===== src/rtl/drc_pkg.sv =====
// Shared definitions for the DMA read/write controllers: request word layout,
// data width, AXI attribute constants and the read-master FSM state type.
package drc_pkg;

    localparam int REQ_W    = 40;
    localparam int ADDR_MSB = 39;
    localparam int ADDR_LSB = 8;
    localparam int CNT_MSB  = 7;
    localparam int DATA_W   = 128;

    localparam logic [2:0] SIZE_16B   = 3'b100;
    localparam logic [1:0] BURST_INCR = 2'b01;
    localparam logic [3:0] CACHE_XIL  = 4'b0011;
    localparam logic [2:0] PROT_NONE  = 3'b000;
    localparam logic [1:0] RESP_OKAY  = 2'b00;

    typedef enum logic [1:0] {
        ST_IDLE = 2'd0,
        ST_ADDR = 2'd1,
        ST_DATA = 2'd2
    } rd_state_e;

endpackage


===== src/rtl/drc_axi_puller_if.sv =====
// AXI4 read address and read data channels between the puller (master) and
// the interconnect (slave).
interface drc_axi_puller_if;
    import drc_pkg::*;

    // A transfer on AR or R happens on a rising edge where valid and ready
    // are both high; valid, once raised, keeps its payload until that edge.
    logic [31:0]       araddr;
    logic [7:0]        arlen;
    logic [2:0]        arsize;
    logic [1:0]        arburst;
    logic [3:0]        arcache;
    logic [2:0]        arprot;
    logic              arvalid;
    logic              arready;
    logic [DATA_W-1:0] rdata;
    logic [1:0]        rresp;
    logic              rlast;
    logic              rvalid;
    logic              rready;

    modport master (
        output araddr, arlen, arsize, arburst, arcache, arprot, arvalid, rready,
        input  arready, rdata, rresp, rlast, rvalid
    );

    modport slave (
        input  araddr, arlen, arsize, arburst, arcache, arprot, arvalid, rready,
        output arready, rdata, rresp, rlast, rvalid
    );

endinterface


===== src/rtl/drc_prio_arb.sv =====
// Fixed-priority one-hot arbiter: the lowest-index requester wins.
module drc_prio_arb #(
    parameter int N = 2
) (
    input  logic [N-1:0] req,
    output logic [N-1:0] gnt,
    output logic         any
);

    // Scanning downward lets the lowest set index overwrite the others.
    always_comb begin
        gnt = '0;
        for (int i = N - 1; i >= 0; i--) begin
            if (req[i]) begin
                gnt    = '0;
                gnt[i] = 1'b1;
            end
        end
    end

    assign any = |req;

endmodule


===== src/rtl/drc_axi_puller.sv =====
// AXI4 read master: pops one request at a time, issues a single INCR burst
// and steers the returned beats into the requesting path's data FIFO.
module drc_axi_puller
    import drc_pkg::*;
#(
    parameter int p_paths = 2
) (
    input  logic                     i_clk,
    input  logic                     i_rst,
    input  logic [p_paths-1:0]       paths_req_empty,
    input  logic [p_paths*REQ_W-1:0] paths_req_in,
    output logic [p_paths-1:0]       paths_req_rd,
    input  logic [p_paths-1:0]       paths_data_full,
    output logic [p_paths-1:0]       paths_data_wr,
    output logic [DATA_W-1:0]        paths_data_out,
    drc_axi_puller_if.master         axi,
    output logic                     o_err,
    output logic [p_paths-1:0]       o_err_path,
    output rd_state_e                dbg_state
);

    rd_state_e          state;
    logic [p_paths-1:0] active;
    logic [7:0]         beat_ctr;
    logic [31:0]        araddr_q;
    logic [7:0]         arlen_q;
    logic               arvalid_q;

    logic [p_paths-1:0] gnt;
    logic               any_req;
    logic [REQ_W-1:0]   win_word;
    logic [7:0]         win_cnt;
    logic [31:0]        win_addr;
    logic               pop;
    logic               beat;
    logic               beat_err;

    drc_prio_arb #(.N(p_paths)) u_arb (
        .req (~paths_req_empty),
        .gnt (gnt),
        .any (any_req)
    );

    always_comb begin
        win_word = '0;
        for (int j = 0; j < p_paths; j++) begin
            if (gnt[j]) win_word = paths_req_in[j*REQ_W +: REQ_W];
        end
    end

    assign win_cnt  = win_word[CNT_MSB:0];
    assign win_addr = win_word[ADDR_MSB:ADDR_LSB];

    // Pops and R acceptance are held off while reset is asserted so that a
    // request or beat is never consumed by a cycle that is being discarded.
    assign pop          = (state == ST_IDLE) && any_req && !i_rst;
    assign paths_req_rd = pop ? gnt : '0;

    assign axi.rready     = (state == ST_DATA) && !(|(paths_data_full & active)) && !i_rst;
    assign beat           = axi.rvalid && axi.rready;
    assign paths_data_wr  = beat ? active : '0;
    assign paths_data_out = axi.rdata;

    assign beat_err = (axi.rresp != RESP_OKAY) || (axi.rlast != (beat_ctr == 8'd0));

    assign axi.araddr  = araddr_q;
    assign axi.arlen   = arlen_q;
    assign axi.arvalid = arvalid_q;
    assign axi.arsize  = SIZE_16B;
    assign axi.arburst = BURST_INCR;
    assign axi.arcache = CACHE_XIL;
    assign axi.arprot  = PROT_NONE;
    assign dbg_state   = state;

    always_ff @(posedge i_clk) begin
        if (i_rst) begin
            state      <= ST_IDLE;
            active     <= '0;
            beat_ctr   <= 8'd0;
            araddr_q   <= 32'd0;
            arlen_q    <= 8'd0;
            arvalid_q  <= 1'b0;
            o_err      <= 1'b0;
            o_err_path <= '0;
        end else begin
            case (state)
                ST_IDLE: begin
                    if (pop) begin
                        // A zero-length request is dropped and only reported.
                        if (win_cnt == 8'd0) begin
                            if (!o_err) begin
                                o_err      <= 1'b1;
                                o_err_path <= gnt;
                            end
                        end else begin
                            active    <= gnt;
                            araddr_q  <= win_addr;
                            arlen_q   <= win_cnt - 8'd1;
                            beat_ctr  <= win_cnt - 8'd1;
                            arvalid_q <= 1'b1;
                            state     <= ST_ADDR;
                        end
                    end
                end
                ST_ADDR: begin
                    if (axi.arready) begin
                        arvalid_q <= 1'b0;
                        state     <= ST_DATA;
                    end
                end
                ST_DATA: begin
                    if (beat) begin
                        beat_ctr <= beat_ctr - 8'd1;
                        if (beat_err && !o_err) begin
                            o_err      <= 1'b1;
                            o_err_path <= active;
                        end
                        if (beat_ctr == 8'd0) state <= ST_IDLE;
                    end
                end
                default: state <= ST_IDLE;
            endcase
        end
    end

endmodule

===== src/flat_wrapper.sv =====
// flat-port wrapper written by rule: the top's interface ports become plain ports
module drc_axi_puller_flat import drc_pkg::*;
#(
    parameter int p_paths = 2
)
  (i_clk, i_rst, paths_req_empty, paths_req_in, paths_req_rd, paths_data_full, paths_data_wr, paths_data_out, o_err, o_err_path, dbg_state, axi_araddr, axi_arlen, axi_arsize, axi_arburst, axi_arcache, axi_arprot, axi_arvalid, axi_rready, axi_arready, axi_rdata, axi_rresp, axi_rlast, axi_rvalid);
  drc_axi_puller_if axi_i ();
  input  logic i_clk;
  input  logic i_rst;
  input  logic [p_paths-1:0] paths_req_empty;
  input  logic [p_paths*REQ_W-1:0] paths_req_in;
  output logic [p_paths-1:0] paths_req_rd;
  input  logic [p_paths-1:0] paths_data_full;
  output logic [p_paths-1:0] paths_data_wr;
  output logic [DATA_W-1:0] paths_data_out;
  output logic o_err;
  output logic [p_paths-1:0] o_err_path;
  output rd_state_e dbg_state;
  output wire logic [$bits(axi_i.araddr)-1:0] axi_araddr;
  output wire logic [$bits(axi_i.arlen)-1:0] axi_arlen;
  output wire logic [$bits(axi_i.arsize)-1:0] axi_arsize;
  output wire logic [$bits(axi_i.arburst)-1:0] axi_arburst;
  output wire logic [$bits(axi_i.arcache)-1:0] axi_arcache;
  output wire logic [$bits(axi_i.arprot)-1:0] axi_arprot;
  output wire logic [$bits(axi_i.arvalid)-1:0] axi_arvalid;
  output wire logic [$bits(axi_i.rready)-1:0] axi_rready;
  input wire logic [$bits(axi_i.arready)-1:0] axi_arready;
  input wire logic [$bits(axi_i.rdata)-1:0] axi_rdata;
  input wire logic [$bits(axi_i.rresp)-1:0] axi_rresp;
  input wire logic [$bits(axi_i.rlast)-1:0] axi_rlast;
  input wire logic [$bits(axi_i.rvalid)-1:0] axi_rvalid;
  assign axi_araddr = axi_i.araddr;
  assign axi_arlen = axi_i.arlen;
  assign axi_arsize = axi_i.arsize;
  assign axi_arburst = axi_i.arburst;
  assign axi_arcache = axi_i.arcache;
  assign axi_arprot = axi_i.arprot;
  assign axi_arvalid = axi_i.arvalid;
  assign axi_rready = axi_i.rready;
  assign axi_i.arready = axi_arready;
  assign axi_i.rdata = axi_rdata;
  assign axi_i.rresp = axi_rresp;
  assign axi_i.rlast = axi_rlast;
  assign axi_i.rvalid = axi_rvalid;
  drc_axi_puller #(.p_paths(p_paths)) u_core (.i_clk(i_clk), .i_rst(i_rst), .paths_req_empty(paths_req_empty), .paths_req_in(paths_req_in), .paths_req_rd(paths_req_rd), .paths_data_full(paths_data_full), .paths_data_wr(paths_data_wr), .paths_data_out(paths_data_out), .axi(axi_i), .o_err(o_err), .o_err_path(o_err_path), .dbg_state(dbg_state));
endmodule

===== config.mk =====
export PLATFORM = sky130hd
export DESIGN_NAME = drc_axi_puller_flat
export DESIGN_NICKNAME = d
export VERILOG_FILES = /design/src/rtl/drc_pkg.sv /design/src/rtl/drc_axi_puller_if.sv /design/src/rtl/drc_prio_arb.sv /design/src/rtl/drc_axi_puller.sv /design/src/flat_wrapper.sv
export SDC_FILE = /design/constraint.sdc
export NUM_CORES = 1
export LEC_CHECK = 0
export BUFFER_PORTS_ARGS = -buffer_cell sky130_fd_sc_hd__buf_2
export CORE_AREA = 4 4 159 161
export CTS_BUF_LIST = sky130_fd_sc_hd__clkbuf_16
export DETAILED_ROUTE_END_ITERATION = 6
export DIE_AREA = 0 0 163 165
export HOLD_SLACK_MARGIN = 0.05
export PLACE_DENSITY = 0.42
export SYNTH_ARGS = -nofsm -noshare
export SYNTH_HDL_FRONTEND = slang
export SYNTH_SLANG_ARGS = --single-unit

===== constraint.sdc =====
create_clock -name i_clk -period 2.41 [get_ports i_clk]
set_input_delay 0.1205 -clock i_clk [delete_from_list [all_inputs] [get_ports i_clk]]
set_output_delay 0.1205 -clock i_clk [all_outputs]
set_load 0.1 [all_outputs]

==> results of run 1 <==
-- flip-flops by register name, summed over array words and instances, names as in the netlist --
| register | cells |
|---|---|
| u_core.active | 2 |
| u_core.axi.araddr | 32 |
| u_core.axi.arlen | 8 |
| u_core.axi.arvalid | 1 |
| u_core.beat_ctr | 8 |
| u_core.dbg_state | 2 |
| u_core.o_err | 1 |
| u_core.o_err_path | 2 |
-- power by group --
| part | internal, W | switching [W] |
|---|---|---|
| sequential | 0.00101 | 0.0000611 |
| combinational | 0.000281 | 0.000883 |
| clock | 0.000594 | 0.000377 |
-- routing by layer --
metal	global-route usage, %	wire (µm)	part of all wire [%]
met1	10.4	4920	37
met2	15.2	6130	46
met3	3.54	1230	9.2
met4	7.36	1030	7.7
met5	0	7	0.053
-- through the flow --
stage          utilization, %  setup slack (ns)  power, W  hold slack (ns)
2_1_floorplan               -           0.00139   0.00299            0.271
3_3_place_gp             16.7             0.245   0.00226            0.242
4_1_cts                  17.9             0.237   0.00327           0.0503
3_5_place_dp             16.7             0.248   0.00225            0.242
5_1_grt                  17.9             0.138   0.00336           0.0538
6_report                 17.9             0.342   0.00320           0.0634
-- how the worst min path moves through the flow --
stage	end	slack, ns	cells after the start
2_1_floorplan	u_core.axi.araddr[10]$_SDFFE_PP0P_	0.27	2
3_3_place_gp	paths_data_out[102]	0.24	0
3_5_place_dp	paths_data_out[102]	0.24	0
4_1_cts	u_core.axi.araddr[9]$_SDFFE_PP0P_	0.05	3
5_1_grt	u_core.axi.araddr[9]$_SDFFE_PP0P_	0.05	3
6_report	u_core.axi.araddr[9]$_SDFFE_PP0P_	0.06	3
-- logic make-up (layout without fill, tap and decap cells) --
family                   after synthesis  after routing  synth area share, %
other                                  2             12                0.196
AND/OR/NAND/NOR                      136            136                 17.9
AO/OA/AOI/OAI                         89             89                 17.8
flip-flops                            56             56                 29.3
XOR/XNOR                               6              6                 1.37
adder cells (fa/ha/maj)                4              4                 1.31
buffers and inverters                175            182                 31.8
multiplexers                           1              1                0.262
-- final cells by class --
type	count	area [µm²]
fill	2745	19700
multi-input combinational	248	1550
clock buffer	5	125
sequential	56	1130
tap	324	405
timing repair buffer	165	981
clock inverter	3	63.8
inverter	9	33.8
-- worst register-to-register path, delay by kind of cell, from the launching register on --
family / cells / cell delay, ns
AO/OA/AOI/OAI: 2 / 1.00
flip-flops: 1 / 0.42
buffers and inverters: 1 / 0.27
AND/OR/NAND/NOR: 2 / 0.25
-- synthesized netlist by cell type, types with 3 or more instances --
cell type	count	area (µm²)
inv_1	9	33.8
nand2_1	19	71.3
buf_2	4	20.0
a31oi_1	3	18.8
and2_1	5	31.3
o21ai_0	14	70.1
a222oi_1	22	220
nor3_1	16	80.1
nand3b_1	9	67.6
ha_1	4	50.1
o32ai_1	3	26.3
nor2_1	60	225
nor4_1	3	18.8
buf_4	144	1080
xnor2_1	5	43.8
o2bb2ai_1	3	26.3
nand3_1	5	25.0
nor2b_1	6	37.5
clkbuf_1	16	60.1
a221oi_1	11	96.3
dfxtp_1	56	1120
nand2b_1	3	18.8
a21oi_1	16	80.1
-- timing repair --
item | 4_1_cts | 5_1_grt
endpoints found under the setup margin | 0 | 0
hold buffers | 10 | 0
hold endpoints to repair | 10 | 0
==> impl_metrics.ini, run 1 <==
[outcome]
outcome = finished, final reports clean

[sta]
slew_violations = 0
finalSetupTns_ns = 0
max_freq_mhz = 484
setup_viol = 0
timing.final.crit_share_pct = 85.8
hold_viol = 0
post-route-min-period_ns = 2.07
finalClockSkew_ns = 0.00887
rsz0062_at_grt = false
relSlewSlack_pct = 47.2
tightest_slew_ns = 0.785

[power]
p_per_area_nw_per_um2 = 748
leakage_nw = 1.84
ir_worst_vdd_mv = 0.370

[floorplanning]
dieWidth_um = 163
row_count = 57
coreArea_um2 = 24000
initial_core_util_pct = 16.0
dieArea_um2 = 26900
ios = 410
die_y_um = 165

[grt]
grt_pass1_wl_um = 19500
grt_pass1_vias = 3254
grt_max_degree = 34
grt_antenna_before_repair = 1
grt-ovfl-total = 0
grt.total_usage_pct = 9.59

[critical_path]
critPathLaunch = u_core.dbg_state[1]$_SDFFE_PP0P_
critPathRequiredTime_ns = 2.59
crit_family = compound AO/OA/AOI/OAI gates
path_cells = a2111oi_2, nand2b_2, buf_4, a222oi_1, nor2_1
rrSetupSlack_ns = 0.34
r2r_end = u_core.axi.araddr[18]$_SDFFE_PP0P_
worstPathArrival_ns = 2.25
cp-end-kind = register
criticalPathCategory = reg -> reg
cp.buffers_inverters = 1
endpoint = u_core.axi.araddr[18]$_SDFFE_PP0P_
worstSetupStartpointType = register
cpPeakStageDelay_ns = 0.59
r2r.worst_path.cells = 5
rr_startpoint = u_core.dbg_state[1]$_SDFFE_PP0P_
worstPathMaxFanout = 30
critPathSlowestCell = a2111oi_2
path_depth = 5

[final_layout]
layout.nets = 708
final_cell_mix = buf_2 (138), nor2_1 (60), dfxtp_1 (54)
final_common_cell = buf_2
drive_gt1_share_pct = 36.0
n_antenna_cell = 0
area_growth_pct = 12.1
instances_no_fill = 810
final_area_um2 = 4280

[clock_tree]
cts_resized = 0
clkSinkCount = 56
htree_num_levels = 2
root_buffer = clkbuf_16
cts_tree = done
cts_setup_buffers = 0
ctsLongestPathBuffers = 2
cts.clk_slew.worst_paths_ns = 0.08
clk-insertion-delay-late_ns = 0.31
numCtsBuffers = 5

[logic_synthesis]
syn_avg_cell_area_um2 = 8.15
ys_async_sr_fraction_pct = 0
synthesis.area_um2 = 3820
synth-seq-area-share_pct = 29.3
ys_ff_latch = 56
ys.warnings.count = 0
synth_cell_types = 49
yosys_most_used_dff = dfxtp_1
syn_inst = 469
synth_edf_count = 0

[placed_design]
port_buffers = 141
routabilityCongestion = 0.759
dpl_cell_area_um2 = 4000
hpwl_um = 10500
place_inst = 792

[detailed_routing]
drt-total-wl_um = 13300
vias_per_cell = 4.00
remaining_drc_errors = 0
wl_per_cell_um = 16.4
dr.pass1.iters = 7
drt_iter0_drc = 230
vias = 3240
ant_nets = 0

[worst_hold_path]
hp-start = paths_req_in[17]
hold_path_class = in -> reg

[run]
drv_cap = 0
Note: power is estimated with default switching activity, not from simulation.
==> inputs of run 2 (changes only) <==
--- a/config.mk
+++ b/config.mk
@@ -12,6 +12,8 @@
 export DIE_AREA = 0 0 163 165
 export HOLD_SLACK_MARGIN = 0.05
 export PLACE_DENSITY = 0.42
+export REMOVE_ABC_BUFFERS = 1
 export SYNTH_ARGS = -nofsm -noshare
 export SYNTH_HDL_FRONTEND = slang
 export SYNTH_SLANG_ARGS = --single-unit
+export TNS_END_PERCENT = 100
==> impl_metrics.ini, run 2 (same netlist as run 1, synthesis figures left out) <==
[outcome]
outcome = finished, final reports clean

[clock_tree]
numCtsBuffers = 5
clkSinkCount = 56
cts_setup_buffers = 0
ctsLongestPathBuffers = 2
root_buffer = clkbuf_16
cts.clk_slew.worst_paths_ns = 0.08
cts_tree = done
clk-insertion-delay-late_ns = 0.31
htree_num_levels = 2

[sta]
hold_slack_ns = 0.0613
relSlewSlack_pct = 39.5
rsz0062_at_grt = false
max_freq_mhz = 481
tightest_slew_ns = 0.899
hold_viol = 0
setup_viol = 0
finalClockSkew_ns = 0.0144
post-route-min-period_ns = 2.08
slew_violations = 0
timing.final.crit_share_pct = 86.3

[final_layout]
fillers = 2798
final_cell_mix = buf_2 (137), nor2_1 (60), dfxtp_1 (56)
largest_register_ffs = 32
area_growth_pct = 9.69
final_common_cell = buf_2
drive_gt1_share_pct = 36.2
n_antenna_cell = 0
final_area_um2 = 4190
layout.nets = 705

[grt]
met1_usage_pct = 14.7
grt_pass1_wl_um = 38700
grt-ovfl-total = 0
grt_util_met3_pct = 34.7
grtUsageMet2_pct = 34.2
grt.total_usage_pct = 22.7
grt_pass1_vias = 3275
grt_max_degree = 30
grt_antenna_before_repair = 5
busiest_layer = met3

[floorplanning]
die_y_um = 165
dieWidth_um = 163
dieArea_um2 = 26900
row_count = 57
coreArea_um2 = 24000
initial_core_util_pct = 16.0
ios = 410

[power]
p_per_area_nw_per_um2 = 736
ir_worst_vdd_mv = 0.244
leakage_nw = 1.81
p_total_w = 0.00309

[placed_design]
port_buffers = 141
hpwl_um = 28600
dpl_cell_area_um2 = 3990
routabilityCongestion = 0.865

[critical_path]
cp-end-kind = output port
critPathRequiredTime_ns = 2.29
criticalPathCategory = reg -> out
worstPathArrival_ns = 1.96
worstPathMaxFanout = 4
worstSetupStartpointType = register

[detailed_routing]
vias = 3517
dr.pass1.iters = 5
vias_per_cell = 4.37
ant_nets = 0
drt_iter0_drc = 280
drt-total-wl_um = 31900
wl_per_cell_um = 39.7
remaining_drc_errors = 0

[worst_hold_path]
hold_path_class = in -> reg

[run]
drv_cap = 0
==> run 2: changes by cell type in the layout (fill, tap and decap cells not counted), moves of 2 or more <==
cell           before  now
dlygate4sd3_1      10    4
buf_4              12   16
dfxtp_1            54   56
dfxtp_4             2    0
==> run 2: final timing paths <==
kind | startpoint | to | slack (ns) | cells after the start
hold / removal | paths_req_in[31] | u_core.axi.araddr[23]$_SDFFE_PP0P_ | 0.06 | 3
hold reg to reg | u_core.beat_ctr[7]$_SDFFE_PP0P_ | u_core.beat_ctr[7]$_SDFFE_PP0P_ | 0.48 | 2
setup reg to reg | u_core.beat_ctr[4]$_SDFFE_PP0P_ | u_core.o_err_path[0]$_SDFFE_PP0P_ | 0.48 | 7
setup / recovery | u_core.active[1]$_SDFFE_PP0P_ | paths_data_wr[0] | 0.33 | 5
==> run 2: critical path, cell delays in order, from the launching register on <==
cell and delay (ns):
dfxtp_1 0.36, a221oi_1 0.33, nand2_1 0.19, nor2_1 0.31, and2_1 0.26, buf_12 0.19
==> run 2: layout make-up <==
| type | instances | area, µm² | share of cell area [%] |
|---|---|---|---|
| Sequential cell | 56 | 1120 | 26.7 |
| Clock inverter | 1 | 30.0 | 0.716 |
| Tap cell | 324 | 405 | 9.67 |
| Timing Repair Buffer | 162 | 946 | 22.6 |
| Multi-Input combinational cell | 248 | 1530 | 36.5 |
| Inverter | 9 | 33.8 | 0.806 |
| Clock buffer | 5 | 125 | 2.98 |
==> run 2: repair_timing <==
item,4_1_cts,5_1_grt
hold buffers,4,0
resized for setup,0,1
hold endpoints to repair,4,0
endpoints found under the setup margin,0,4
==> run 2: metrics by stage <==
| stage | instances | setup TNS (ns) | setup slack (ns) | util, % |
|---|---|---|---|---|
| 3_3_place_gp | 795 | -0.192 | -0.0191 | 16.7 |
| 4_1_cts | 805 | 0 | 0.176 | 17.5 |
| 5_1_grt | 805 | 0 | 0.139 | 17.5 |
| 6_report | 805 | 0 | 0.331 | 17.5 |
| 3_5_place_dp | 795 | -0.495 | -0.0393 | 16.7 |
| 2_1_floorplan | 313 | -69.57 | -2.73 | - |
==> run 2: power breakdown <==
group	leakage (nW)	internal (W)	total, W	switching (W)
registers	0.460	0.00101	0.00106	0.0000545
clock network	0.0757	0.000481	0.000850	0.000369
logic	1.27	0.000278	0.00117	0.000897
total	1.81	0.00177	0.00309	0.00132
==> run 2: per-layer routing <==
layer | routed length [µm] | vias up | part of all wire [%]
met5 | 195 | - | 0.61
li1 | - | 1517 | -
met1 | 7480 | 1536 | 23
met4 | 696 | 14 | 2.2
met3 | 9950 | 36 | 31
met2 | 13600 | 414 | 43
==> inputs of run 3 (changes only) <==
==> constraint.sdc (replaced) <==
create_clock -name i_clk -period 2.41 [get_ports i_clk]
set_input_delay 0.482 -clock i_clk [delete_from_list [all_inputs] [get_ports i_clk]]
set_output_delay 0.482 -clock i_clk [all_outputs]
set_load 0.1 [all_outputs]
==> impl_metrics.ini, run 3 (same netlist as run 1, synthesis figures left out) <==
[detailed_routing]
drt-total-wl_um = 32200
dr.pass1.iters = 6
vias = 3593
remaining_drc_errors = 0
drt_iter0_drc = 220
wl_per_cell_um = 39.7
routedLengthMet1_um = 7540
wl_met2_um = 13300
vias_per_cell = 4.42
ant_nets = 0
top_signal_layer_used = met5
route.met3.wl_um = 9760

[sta]
relSlewSlack_pct = 34.5
hold_slack_ns = 0.411
hold_viol = 0
slew_violations = 0
finalClockSkew_ns = 0.00920
timing.final.crit_share_pct = 94.9
max_freq_mhz = 437
rsz0062_at_grt = false
post-route-min-period_ns = 2.29
setup_viol = 0
tightest_slew_ns = 0.974
fin_ws_ns = 0.122

[final_layout]
multi_input_area_um2 = 1530
largest_register_ffs = 32
final_common_cell = buf_2
layout.nets = 710
area_growth_pct = 12.4
fillers = 2772
final_area_um2 = 4300
final_cell_mix = buf_2 (136), nor2_1 (60), dfxtp_1 (56)
register_area_um2 = 1120
n_antenna_cell = 0
drive_gt1_share_pct = 37.9

[grt]
grt_antenna_before_repair = 6
grt.total_usage_pct = 23.0
grt_max_degree = 29
grt-ovfl-total = 0
grt_pass1_wl_um = 39300
grt_pass1_vias = 3407

[critical_path]
criticalPathCategory = reg -> out
critPathLaunch = u_core.active[0]$_SDFFE_PP0P_
worstSetupStartpointType = register
worstPathArrival_ns = 1.81
worstPathMaxFanout = 4
cp-end-kind = output port
path_depth = 5
r2r_end = u_core.beat_ctr[7]$_SDFFE_PP0P_
path_cells = a221oi_2, nand2_1, nor2_1, and2_1, buf_12
crit_family = simple AND/OR/NAND/NOR gates
endpoint = paths_data_wr[0]
cpPeakStageDelay_ns = 0.38
rrSetupSlack_ns = 0.41
cp.buffers_inverters = 1
critPathSlowestCell = dfxtp_1
critPathRequiredTime_ns = 1.93
rr_startpoint = u_core.dbg_state[0]$_SDFFE_PP0P_
r2r.worst_path.cells = 6

[outcome]
outcome = finished, final reports clean

[floorplanning]
dieArea_um2 = 26900
dieWidth_um = 163
initial_core_util_pct = 16.0
die_y_um = 165
coreArea_um2 = 24000
row_count = 57
ios = 410

[placed_design]
routabilityCongestion = 0.878
dpl_cell_area_um2 = 4130
port_buffers = 141
hpwl_um = 28800
pre_cts_ws_ns = -0.0420

[clock_tree]
clk-insertion-delay-late_ns = 0.31
clkSinkCount = 56
postCtsHoldBufs = 0
htree_num_levels = 2
cts.clk_slew.worst_paths_ns = 0.07
cts_tree = done
root_buffer = clkbuf_16
numCtsBuffers = 5
ctsLongestPathBuffers = 2

[power]
leakage_nw = 1.86
ir_worst_vdd_mv = 0.257
p_per_area_nw_per_um2 = 731
p_total_w = 0.00314

[worst_hold_path]
hold_path_class = in -> reg

[run]
drv_cap = 0
==> run 3: area by class of cell <==
cell class	instances	area share [%]
clock buffer	5	2.91
clock inverter	3	0.903
inverter	9	0.786
multi-input combinational	248	35.7
sequential	56	26.1
tap	324	9.44
timing repair buffer	167	24.2
==> run 3: what timing repair did <==
item / 4_1_cts / 5_1_grt
setup endpoints to repair: 0 / 2
resized for setup: 0 / 1
buffers inserted: 0 / 0
==> run 3: worst min-delay path, cell delays in order <==
cell and delay [ns]:
buf_2 0.07, a222oi_1 0.05, nor2_1 0.07
==> run 3: where the power goes <==
| group | total [W] | switching (W) | leakage, nW | internal [W] |
|---|---|---|---|---|
| clock network | 0.000870 | 0.000383 | 0.0850 | 0.000487 |
| registers | 0.00107 | 0.0000588 | 0.460 | 0.00101 |
| logic | 0.00121 | 0.000904 | 1.32 | 0.000301 |
| total | 0.00314 | 0.00135 | 1.86 | 0.00180 |
==> run 3: per-stage QoR <==
| step | TNS, ns | utilization [%] | instances |
|---|---|---|---|
| 2_1_floorplan | -72.28 | - | 313 |
| 3_3_place_gp | -0.00556 | 17.2 | 804 |
| 3_5_place_dp | -0.151 | 17.2 | 804 |
| 4_1_cts | 0 | 17.9 | 812 |
| 5_1_grt | 0 | 17.9 | 812 |
| 6_report | 0 | 17.9 | 812 |
==> run 3: worst min path at each step <==
stage                                                     to                        startpoint  cells after the start
final                     u_core.axi.araddr[28]$_SDFFE_PP0P_                  paths_req_in[36]                      3
after global routing      u_core.axi.araddr[10]$_SDFFE_PP0P_                  paths_req_in[18]                      3
after CTS                 u_core.axi.araddr[17]$_SDFFE_PP0P_                  paths_req_in[25]                      3
after detailed placement    u_core.axi.arlen[3]$_SDFFE_PP0P_  u_core.axi.arlen[3]$_SDFFE_PP0P_                      2
after global placement      u_core.axi.arlen[7]$_SDFFE_PP0P_  u_core.axi.arlen[7]$_SDFFE_PP0P_                      2
after floorplan              u_core.beat_ctr[1]$_SDFFE_PP0P_   u_core.beat_ctr[1]$_SDFFE_PP0P_                      2
==> run 3: per-layer routing <==
metal / global-route usage, % / vias to the layer above
li1: - / 1523
met1: 15.6 / 1600
met2: 33.5 / 402
met3: 32.9 / 48
met4: 7.89 / 20
met5: 8.71 / -
